<file path="src/rtl/state_serializer.sv">
// state_serializer: flattens a finished AES state into its column-major 128-bit
// image and streams that image out one byte per valid/ready transfer.
module state_serializer #(
  parameter int unsigned REVERSE_ORDER = 0
) (
  input  logic                   clk,
  input  logic                   reset,
  input  logic                   state_valid,
  input  logic [0:3][0:3][7:0]   state_in,
  output logic                   state_ready,
  output logic [127:0]           flat_out,
  output logic                   byte_valid,
  output logic [7:0]             byte_data,
  output logic                   byte_last,
  input  logic                   byte_ready,
  output logic                   busy
);

  localparam int unsigned NUM_BYTES = 16;
  localparam int unsigned CNT_W     = 4;
  localparam logic [CNT_W-1:0] LAST_CNT = CNT_W'(NUM_BYTES - 1);

  typedef enum logic [0:0] {
    IDLE,
    STREAM
  } fsm_t;

  fsm_t               state;
  fsm_t               state_next;
  logic [CNT_W-1:0]   count;
  logic [CNT_W-1:0]   count_next;
  logic [127:0]       flat_next;
  logic [127:0]       flat_image;
  logic [CNT_W-1:0]   sel;

  // Column-major flattening: byte k = 4*col + row lands at bits [127-8k -: 8].
  for (genvar c = 0; c < 4; c++) begin : g_col
    for (genvar r = 0; r < 4; r++) begin : g_row
      assign flat_image[127-8*(4*c+r) -: 8] = state_in[r][c];
    end
  end

  // State, byte counter and captured image.
  always_ff @(posedge clk) begin
    if (reset) begin
      state    <= IDLE;
      count    <= '0;
      flat_out <= '0;
    end else begin
      state    <= state_next;
      count    <= count_next;
      flat_out <= flat_next;
    end
  end

  // Next-state: accept in IDLE, advance the counter on each transfer in STREAM.
  always_comb begin
    state_next = state;
    count_next = count;
    flat_next  = flat_out;
    if (state == IDLE) begin
      if (state_valid) begin
        flat_next  = flat_image;
        count_next = '0;
        state_next = STREAM;
      end
    end else begin
      if (byte_ready) begin
        if (count == LAST_CNT) begin
          count_next = '0;
          state_next = IDLE;
        end else begin
          count_next = count + CNT_W'(1);
        end
      end
    end
  end

  // Byte selection; reversal maps counter c to byte 15-c, i.e. bitwise ~c.
  assign sel = (REVERSE_ORDER != 0) ? ~count : count;

  // Outputs depend only on registers (plus reset for state_ready).
  assign busy        = (state == STREAM);
  assign byte_valid  = busy;
  assign byte_last   = busy && (count == LAST_CNT);
  assign byte_data   = busy ? flat_out[{~sel, 3'b111} -: 8] : 8'h00;
  assign state_ready = (state == IDLE) && !reset;

endmodule
</file>
<file path="config.mk">
export PLATFORM = sky130hd
export DESIGN_NAME = state_serializer
export DESIGN_NICKNAME = d
export VERILOG_FILES = /design/src/rtl/state_serializer.sv
export SDC_FILE = /design/constraint.sdc
export NUM_CORES = 1
export LEC_CHECK = 0
export ABC_AREA = 1
export BUFFER_PORTS_ARGS = -buffer_cell sky130_fd_sc_hd__buf_2
export CORE_ASPECT_RATIO = 1.25
export CORE_UTILIZATION = 40
export DETAILED_ROUTE_END_ITERATION = 8
export PLACE_DENSITY = 0.74
export SYNTH_ARGS = -nofsm -noshare
export SYNTH_HDL_FRONTEND = slang
export SYNTH_SLANG_ARGS = --single-unit
export TNS_END_PERCENT = 30
</file>
<file path="constraint.sdc">
create_clock -name clk -period 4.4 [get_ports clk]
set_input_delay 1.32 -clock clk [delete_from_list [all_inputs] [get_ports clk]]
set_output_delay 1.32 -clock clk [all_outputs]
set_load 0.01 [all_outputs]
</file>
Yosys cells after proc, flatten, opt, wreduce, memory -nomap -nowiden

Index checks and enable logic that the tools add are counted.
W data, S select, Z words.

Equality and inequality tests: 2
Reduce and logical (&&, ||, !) cells: 6
Bitwise gates (word level): 2
Shifts and indexed selects: 1
Multiplexer cells: 9
Add/subtract/negate cells: 1

Operators with widths:

| kind                  | number |
|---|---|
| $shiftx A135 B8 Y8    | 1 |
| $mux W4               | 4 |
| $mux W8               | 1 |
| $add A4 B1 Y4 const B | 1 |
| $eq A4 B4 Y1 const B  | 1 |
| $mux W1               | 4 |
| $not A4 Y4            | 1 |
| $reduce_and A2 Y1     | 2 |
| $logic_and A1 B1 Y1   | 2 |
| $ne A2 B2 Y1 const B  | 1 |
| $reduce_bool A2 Y1    | 1 |
| $logic_not A1 Y1      | 1 |
| $not A1 Y1            | 1 |

Output and inout bits: 140
Word-level logic and storage cells: 24
Register bits: 133
Bits of input ports: 132

Longest topological paths before layout

Gate-level depths: netlist of the first run.

Depth after elaboration: 4
Gate-level depth with buffers: 8
Gate-level depth less buffers: 6

Least setup slack after synthesis of the first run

No wires, ideal clock.

Path type: in2out
Start point: input port reset
End point: output port state_ready
Stages: 1
Path slack: 1.603 ns
Data arrival time: 1.477 ns
Path buffers: 0
Required time: 3.080 ns
Cell sequence: nor2_1

Word-level cells in the longest chain between the ends: 2

Ends and longest elaborated chain:

| element             | RTL line | text |
|---|---|---|
| from (decl)         | 7        | `input logic reset,` |
| $logic_not A1 Y1    | 87       | `assign state_ready = (state == IDLE) && !reset;` |
| $logic_and A1 B1 Y1 | 87       |  |
| to (decl)           | 10       | `output logic state_ready,` |

No other way between the ends.

Final worst setup path of the first run

Start point: register count[0]
End point: output port byte_data[5]

Word-level cells in the longest chain between the ends: 3

Ends and longest elaborated chain:

| element                | RTL line | text |
|---|---|---|
| from (decl)            | 30       | `logic [CNT_W-1:0] count;` |
| from (signal assigned) | 51       | `count <= count_next;` |
| $not A4 Y4             | 86       | `assign byte_data = busy ? flat_out[{~sel, 3'b111} -: 8] : 8'h00;` |
| $shiftx A135 B8 Y8     | 86       |  |
| $mux W8                | 86       |  |
| to (decl)              | 13       | `output logic [7:0] byte_data,` |

No other way between the ends.

==> results of run 1 <==
## layout make-up
class / count / area, um2
fill: 1508 / 7010
timing repair buffer: 278 / 1420
multi-input combinational: 590 / 2660
clock inverter: 5 / 100
tap: 182 / 228
sequential: 133 / 2670
inverter: 105 / 398
clock buffer: 24 / 472
## worst min-delay path by stage
stage	start	end	slack, ns	depth (start not counted)
after global placement	flat_out[85]	flat_out[85]	0.46	2
after floorplan	flat_out[16]	flat_out[16]	0.49	2
after global routing	flat_out[70]	flat_out[70]	0.50	2
final	flat_out[53]	flat_out[53]	0.47	2
after CTS	flat_out[53]	flat_out[53]	0.47	2
after detailed placement	flat_out[53]	flat_out[53]	0.46	2
## layer usage
| layer | GRT usage [%] | vias to the layer above | routed length, um |
|---|---|---|---|
| met5 | 0 | - | 0 |
| met4 | 11.9 | 0 | 698 |
| met3 | 5.93 | 44 | 1260 |
| met2 | 45.4 | 281 | 10400 |
| met1 | 30.2 | 2983 | 8480 |
| li1 | - | 3326 | - |
## worst reg2reg max path: stages (launching register included)
cell	delay, ns
dfxtp_1	0.51
inv_4	0.14
nand2_8	0.57
buf_4	0.52
o21ai_0	0.15
a21oi_1	0.15
## power by group through the flow
stage	clock network (uW)	logic [uW]	registers [uW]
finish	1410	563	1360
global route	1480	627	1370
CTS	1430	564	1360
detailed placement	0	561	1390
global placement	0	558	1390
floorplan	0	297	1420
## through the flow
step                instance area [um2]  utilization (%)
floorplan                          6120                -
global placement                   7370             49.3
detailed placement                 7370             49.3
CTS                                7950             53.1
global route                       7950             53.1
finish                             7950             53.1
## registers in the layout, summed over array words and instances (netlist names)
register  flops
count         4
flat_out    128
busy          1
## synth_stat cells (4+ instances only)
library cell,number
buf_2,29
inv_1,98
inv_2,4
buf_6,13
nor2_1,130
o21ai_1,25
nand2_1,133
clkbuf_1,14
a21oi_1,108
o21ai_0,104
dfxtp_1,133
nand3_1,83
buf_4,8
## logic make-up (layout without fill, tap and decap cells)
group	after synthesis	after routing	synth area share, %
flip-flops	133	133	43.5
AO/OA/AOI/OAI	239	239	19.7
AND/OR/NAND/NOR	349	349	23.3
adder cells (fa/ha/maj)	1	1	0.204
buffers and inverters	171	412	13.2
XOR/XNOR	1	1	0.143
==> flow_summary.yaml, run 1 <==
layout:
  diodes: 0
  final_common_cell: "buf_2"
  fin_cells: 1317
  final_cell_mix: "271 x buf_2, 133 x nand2_1, 131 x dfxtp_1"
  drive_gt1_share_pct: 27.5
  fin_nets: 1258
  area_growth_pct: 29.8
synth:
  syn-num-nets: 1027
  synthCells: 894
  ys.flop_type: "dfxtp_1"
  synth_edf_count: 0
  ys_seq_area_share_pct: 43.5
  synth_area_leaders: "dfxtp_1 43%, a21oi_1 8.8%, o21ai_0 8.5%, nand2_1 8.2%, nor2_1 8.0%"
  synth_async_sr_flop_share_pct: 0
  synth_top_area_share_pct: 43.5
  ys_ff_latch: 133
  syn_avg_cell_area_um2: 6.85
  synth_area_leader_cell: "dfxtp_1"
  synth_cell_types: 23
  syn_area_um2: 6120
  ys_warn_count: 0
power_and_ir_drop:
  vdd_ir_drop_max_v: 0.000239
  total_power_uw: 3340
  switching_share_pct: 27.5
  leakage_uw: 0.00388
  p_clk_share_pct: 42.3
  power_frac_comb_pct: 16.8
  intPower_uw: 2420
  power_frac_seq_pct: 40.8
  p_per_area_nw_per_um2: 421
  netSwitchingPower_uw: 920
routing:
  avgViaCountPerCell: 5.04
  wl_per_cell_um: 15.9
  drcViolationCount: 0
  wl_mm: 20.9
  num_vias: 6634
  drtAntennaViolNets: 0
  drt-initial-drc-count: 447
  dr.pass1.iters: 5
critical_path:
  max_stage_delay_ns: 0.68
  rrSetupSlack_ns: 2.28
  cp.required_ns: 3.08
  crit_arrival_ns: 2.26
  crit_cells: 7
  cp_top_family: "flip-flops"
  r2r-start: "busy"
  crit_top_cell: "nand3_1"
  crit_path_end: "byte_data[5]"
  end_kind: "output pin"
  ff2ff_path_depth: 5
  cp_max_fo: 49
  cp-start-kind: "register"
  slowest_stage: "dfxtp_4"
  critical_path_class: "register to output pin"
  crit_chain: "inv_2 -> nand2_1 -> nand3_1 -> nand3_1 -> nand3_1 -> a21oi_1 -> buf_2"
  r2r-end: "flat_out[105]"
  crit_buf_inv: 2
  startpoint: "count[0]"
run:
  maxCapViolCount: 0
sta:
  fin_crit_sh_pct: 81.4
  hold_viol: 0
  setup_tns_ns: 0
  final_max_slew_viol_count: 0
  setup_violations: 0
  fin_crit_ns: 3.58
  max_freq_mhz: 279
  rsz0062_at_grt: "false"
  worstMarginPinSlew_ns: 0.812
  skew_ns: 0.00563
  setup_ws_ns: 0.816
  max-slew-margin-rel_pct: 45.9
  holdWs_ns: 0.473
floorplanning:
  pin_count: 272
  core_area_um2: 15000
  die_h_um: 140
  die_w_um: 113
  dieArea_um2: 15800
  num_rows: 50
  start_util_pct: 40.9
grt:
  grt_use_total_pct: 26.1
  antenna_found_initial: 0
  grt_overflow_total: 0
  grt_start_max_net_pins: 146
  grt_pass1_wl_mm: 31.5
  grt_pass1_vias: 5988
clocking:
  clk_latency_ns: 0.41
  cts_buffers: 17
  clk_pin_slew_ns: 0.06
  clock-sinks: 133
  cts_hold_buf: 0
  cts_setup_buffers: 0
  htreeDepth: 4
  cts_tree: "done"
  cts-root-buf: "clkbuf_16"
  cts_resized: 0
  ctsLongestPathBuffers: 2
placed_design:
  dp_slack_ns: 1.26
  globalplace.congestion: 0.847
  place_inst: 1288
  place_hpwl_mm: 15.5
  portBuffers: 271
min_path:
  worstHoldPathType: "register to register"
status:
  status: "finished, final reports clean"
Power figures use the tool's default switching activity.
==> run 2: changes to the inputs <==
--- a/config.mk
+++ b/config.mk
@@ -5,7 +5,7 @@
 export SDC_FILE = /design/constraint.sdc
 export NUM_CORES = 1
 export LEC_CHECK = 0
-export ABC_AREA = 1
+export ABC_AREA = 0
 export BUFFER_PORTS_ARGS = -buffer_cell sky130_fd_sc_hd__buf_2
 export CORE_ASPECT_RATIO = 1.25
 export CORE_UTILIZATION = 40
==> constraint.sdc (replaced) <==
create_clock -name clk -period 3.35 [get_ports clk]
set_input_delay 1.005 -clock clk [delete_from_list [all_inputs] [get_ports clk]]
set_output_delay 1.005 -clock clk [all_outputs]
set_load 0.01 [all_outputs]
==> flow_summary.yaml, run 2 <==
layout:
  regArea_um2: 2670
  design_area_um2: 7780
  area_growth_pct: 34.2
  regMostFlops: "flat_out"
  fill_cells: 1345
  fin_nets: 1094
  multi_input_area_um2: 2820
  final_common_cell: "buf_2"
  largest_reg_flops: 128
  final_cell_mix: "270 x buf_2, 267 x nand2_1, 132 x dfxtp_1"
  drive_gt1_share_pct: 33.2
clocking:
  htreeDepth: 4
  cts_setup_buffers: 0
  clk_latency_ns: 0.40
  clk_pin_slew_ns: 0.05
  ctsLongestPathBuffers: 2
  cts-root-buf: "clkbuf_16"
  cts_buffers: 17
  cts_hold_buf: 0
  cts_tree: "done"
  clock-sinks: 133
synth:
  syn_area_um2: 5800
  synth_area_leader_cell: "dfxtp_1"
  ys_warn_count: 0
  synth_async_sr_flop_share_pct: 0
  ys.flop_type: "dfxtp_1"
  synthCells: 721
  ys_ff_latch: 133
  synth_edf_count: 0
  yosys-top-cells-count: "267 x nand2_1, 133 x dfxtp_1, 131 x a21oi_1"
  ys_seq_area_share_pct: 45.9
  synth_area_leaders: "dfxtp_1 46%, nand2_1 17%, a21oi_1 11%, mux2i_1 8.8%, a22oi_1 3.4%"
  syn-num-nets: 854
  syn_avg_cell_area_um2: 8.04
  synth_top_area_share_pct: 45.9
  yosys.cell_count.top_type: "nand2_1"
  synth_cell_types: 33
power_and_ir_drop:
  power_frac_comb_pct: 12.9
  leakage_uw: 0.00351
  intPower_uw: 3030
  p_clk_share_pct: 44.4
  power_frac_seq_pct: 42.8
  total_power_uw: 4110
  vdd_ir_drop_max_v: 0.000317
  p_per_area_nw_per_um2: 528
  netSwitchingPower_uw: 1080
  switching_share_pct: 26.2
routing:
  avgViaCountPerCell: 5.13
  num_vias: 5905
  drt-initial-drc-count: 482
  wl_per_cell_um: 16.5
  drcViolationCount: 0
  drtAntennaViolNets: 0
  dr.pass1.iters: 5
  wl_mm: 18.9
placed_design:
  portBuffers: 271
  place_hpwl_mm: 13.8
  dpl-instance-area_um2: 7190
  dp_slack_ns: 0.513
  globalplace.congestion: 0.839
grt:
  grt_overflow_total: 0
  grt_pass1_wl_mm: 27.9
  grt_pass1_vias: 5407
  grt_start_max_net_pins: 129
  grt_use_total_pct: 24.9
  antenna_found_initial: 0
floorplanning:
  core_area_um2: 14000
  die_w_um: 110
  pin_count: 272
  dieArea_um2: 15000
  die_h_um: 137
  num_rows: 48
  start_util_pct: 41.4
status:
  status: "finished, final reports clean"
critical_path:
  max_stage_delay_ns: 0.56
  rrSetupSlack_ns: 1.64
  critical_path_class: "register to output pin"
  cp_max_fo: 13
  end_kind: "output pin"
  slowest_stage: "mux4_1"
  cp-start-kind: "register"
  cp.required_ns: 2.34
  crit_chain: "buf_4 -> mux4_1 -> nand2b_1 -> nand3_1 -> o21ai_1 -> buf_2"
  crit_arrival_ns: 2.08
min_path:
  worstHoldPathType: "register to register"
sta:
  fin_crit_ns: 3.08
  setup_ws_ns: 0.266
  max_freq_mhz: 324
  fin_crit_sh_pct: 92.1
  max-slew-margin-rel_pct: 34.6
  hold_viol: 0
  rsz0062_at_grt: "false"
  worstMarginPinSlew_ns: 0.981
  skew_ns: 0.00694
  setup_violations: 0
  final_max_slew_viol_count: 0
  setup_tns_ns: 0
run:
  maxCapViolCount: 0
## run 2: changes by cell type after synthesis, sizes merged, moves of 7 or more
cell    change
o21ai     -121
a21oi      +23
inv       -102
nand2     +132
nand2b      +8
mux2i      +51
a22oi      +26
mux4        +7
nand3      -75
nor2      -125
buf         -7
## run 2: final timing paths
check / startpoint / to / cells after the start
worst max-delay path: count[2] / byte_data[0] / 6
worst min-delay path: flat_out[11] / flat_out[11] / 2
worst max register to register: busy / flat_out[91] / 5
worst min register to register: flat_out[11] / flat_out[11] / 2
## run 2: power groups by stage
stage | Sequential [uW] | Clock (uW) | Combinational, uW
final | 1760 | 1820 | 529
after global placement | 1790 | 0 | 524
after CTS | 1760 | 1850 | 533
after global routing | 1770 | 1930 | 585
after floorplan | 1800 | 0 | 265
after detailed placement | 1790 | 0 | 531
## run 2: logic make-up (layout without fill, tap and decap cells)
logic type | Yosys count | count (layout) | share of synthesized area [%]
AO/OA/AOI/OAI | 170 | 170 | 16.1
adder cells (fa/ha/maj) | 1 | 1 | 0.216
buffers and inverters | 61 | 314 | 5.74
flip-flops | 133 | 133 | 45.9
multiplexers | 58 | 58 | 11.7
other | 0 | 1 | 0
AND/OR/NAND/NOR | 298 | 298 | 20.3
## run 2: through the flow
stage,utilization [%],cells,hold slack (ns)
after CTS,55.6,1149,0.467
after global routing,55.6,1149,0.483
after floorplan,-,721,0.488
after global placement,51.4,1117,0.453
after detailed placement,51.4,1117,0.459
final,55.6,1150,0.463
## run 2: repair_timing
action | CTS | global route
endpoints found under the setup margin | 0 | 6
hold endpoints to repair | 0 | 0
gates resized for setup | 0 | 1
## run 2: critical path, delay by kind of cell, from the launching register on
kind | cells | cell delay [ns]
DFF | 1 | 0.33
buffers and inverters | 2 | 0.39
AOI/OAI and AO/OA | 1 | 0.13
and+or+nand+nor | 2 | 0.26
muxes | 1 | 0.56
## run 2: final cells by class
class                           instances  share of cell area [%]
Multi-Input combinational cell        527                    36.2
Sequential cell                       133                    34.3
Timing Repair Buffer                  281                    19.1
Clock buffer                           20                    5.87
Tap cell                              175                    2.81
Clock inverter                         12                    1.67
Inverter                                1                  0.0482
Antenna cell                            1                  0.0322
## run 2: metal layers
layer / routed length (um) / GRT usage (%)
met1: 7390 / 28.7
met2: 10000 / 44.6
met3: 1140 / 6.00
met4: 385 / 8.22
met5: 0 / 0
==> run 3: changes to the inputs <==
--- a/config.mk
+++ b/config.mk
@@ -8,9 +8,9 @@
 export ABC_AREA = 0
 export BUFFER_PORTS_ARGS = -buffer_cell sky130_fd_sc_hd__buf_2
 export CORE_ASPECT_RATIO = 1.25
-export CORE_UTILIZATION = 40
+export CORE_UTILIZATION = 45
 export DETAILED_ROUTE_END_ITERATION = 8
-export PLACE_DENSITY = 0.74
+export PLACE_DENSITY = 0.82
 export SYNTH_ARGS = -nofsm -noshare
 export SYNTH_HDL_FRONTEND = slang
 export SYNTH_SLANG_ARGS = --single-unit
==> flow_summary.yaml, run 3 (synthesized netlist as in run 2, its figures left out) <==
status:
  status: "finished, final reports clean"
power_and_ir_drop:
  power_frac_comb_pct: 12.4
  power_frac_seq_pct: 41.9
  p_per_area_nw_per_um2: 540
  p_clk_share_pct: 45.7
  netSwitchingPower_uw: 1080
  switching_share_pct: 25.6
  leakage_uw: 0.00353
  intPower_uw: 3130
  vdd_ir_drop_max_v: 0.000338
floorplanning:
  num_rows: 46
  die_w_um: 104
  start_util_pct: 46.0
  pin_count: 272
  die_h_um: 129
  core_area_um2: 12600
  dieArea_um2: 13300
clocking:
  cts_buffers: 17
  ctsLongestPathBuffers: 2
  cts-root-buf: "clkbuf_16"
  cts_setup_buffers: 0
  clk_latency_ns: 0.40
  clk_pin_slew_ns: 0.06
  clock-sinks: 133
  cts_tree: "done"
  htreeDepth: 4
layout:
  drive_gt1_share_pct: 33.3
  final_common_cell: "buf_2"
  regMostFlops: "flat_out"
  multi_input_area_um2: 2820
  fin_nets: 1095
  final_cell_mix: "270 x buf_2, 267 x nand2_1, 132 x dfxtp_1"
  design_area_um2: 7780
  diodes: 0
  fill_cells: 1116
  area_growth_pct: 34.3
  regArea_um2: 2670
  largest_reg_flops: 128
sta:
  worstMarginPinSlew_ns: 0.770
  max_freq_mhz: 313
  skew_ns: 0.0104
  setup_violations: 0
  rsz0062_at_grt: "false"
  setup_ws_ns: 0.151
  setup_tns_ns: 0
  final_max_slew_viol_count: 0
  fin_crit_sh_pct: 95.5
  fin_crit_ns: 3.20
  max-slew-margin-rel_pct: 48.7
  hold_viol: 0
critical_path:
  crit_arrival_ns: 2.19
  ff2ff_path_depth: 5
  critical_path_class: "register to output pin"
  slowest_stage: "dfxtp_4"
  r2r-end: "flat_out[39]"
  rrSetupSlack_ns: 1.67
  cp-start-kind: "register"
  cp.required_ns: 2.34
  r2r-start: "busy"
  crit_chain: "buf_12 -> mux2i_1 -> a22oi_1 -> nand2_1 -> o21ai_1 -> buf_2"
  end_kind: "output pin"
  max_stage_delay_ns: 0.64
  cp_max_fo: 29
placed_design:
  place_hpwl_mm: 13.6
  portBuffers: 271
  dp_slack_ns: 0.577
  dpl-instance-area_um2: 7160
  globalplace.congestion: 0.857
grt:
  grt_pass1_wl_mm: 28.1
  grt_start_max_net_pins: 78
  grt_use_total_pct: 27.0
  grt_overflow_total: 0
  antenna_found_initial: 0
  grt_pass1_vias: 5383
min_path:
  hold_end: "flat_out[11]"
  worstHoldPathType: "register to register"
  hold_start: "flat_out[11]"
  holdPathStages: 2
routing:
  dr.pass1.iters: 5
  wl_mm: 18.6
  drt-initial-drc-count: 468
  drcViolationCount: 0
  wl_per_cell_um: 16.2
  drtAntennaViolNets: 0
  num_vias: 5967
  avgViaCountPerCell: 5.22
run:
  maxCapViolCount: 0
[run 3: cell type report]
type | instances | share of cell area [%]
Inverter | 1 | 0.0482
Tap cell | 168 | 2.70
Multi-Input combinational cell | 527 | 36.2
Timing Repair Buffer | 282 | 18.8
Clock buffer | 20 | 6.00
Clock inverter | 12 | 1.95
Sequential cell | 133 | 34.3
[run 3: metrics by stage]
step / instances / hold slack (ns) / utilization (%) / power [uW]
after global routing: 1143 / 0.480 / 61.7 / 4370
after global placement: 1111 / 0.452 / 56.8 / 2310
after CTS: 1143 / 0.463 / 61.7 / 4230
final: 1143 / 0.463 / 61.7 / 4200
after floorplan: 721 / 0.488 / - / 2070
after detailed placement: 1111 / 0.455 / 56.8 / 2320
[run 3: worst max-delay path by stage]
stage / start / endpoint / slack (ns) / depth (start not counted)
finish: count[0] / byte_data[4] / 0.15 / 6
global route: count[0] / byte_data[5] / 0.09 / 6
CTS: count[2] / byte_data[4] / 0.13 / 5
detailed placement: count[2] / byte_data[4] / 0.58 / 5
global placement: count[0] / byte_data[4] / 0.62 / 6
floorplan: reset / state_ready / 0.75 / 3
[run 3: routing by layer]
| layer | vias to the layer above | wire length, um | track usage (%) |
|---|---|---|---|
| li1 | 2922 | - | - |
| met1 | 2730 | 7160 | 31.2 |
| met2 | 283 | 9560 | 47.7 |
| met3 | 32 | 1250 | 5.72 |
| met4 | 0 | 594 | 13.7 |
| met5 | - | 0 | 0 |
[run 3: worst max-delay path: cells and delay by family, from the launching register on]
family	cells	cell delay (ns)
AOI/OAI and AO/OA	2	0.48
buffers and inverters	2	0.45
DFF	1	0.64
muxes	1	0.10
and+or+nand+nor	1	0.08
[run 3: repair_timing]
| item | in CTS | in global routing |
|---|---|---|
| hold buffers | 0 | 0 |
| hold endpoints to repair | 0 | 0 |
| resized for setup | 0 | 1 |
| endpoints found under the setup margin | 0 | 1 |
[run 3: power groups by stage]
| stage | registers (uW) | clock network (uW) | logic (uW) |
|---|---|---|---|
| after floorplan | 1800 | 0 | 265 |
| after global placement | 1800 | 0 | 511 |
| after detailed placement | 1790 | 0 | 523 |
| after CTS | 1760 | 1950 | 525 |
| after global routing | 1770 | 2030 | 571 |
| final | 1760 | 1920 | 522 |
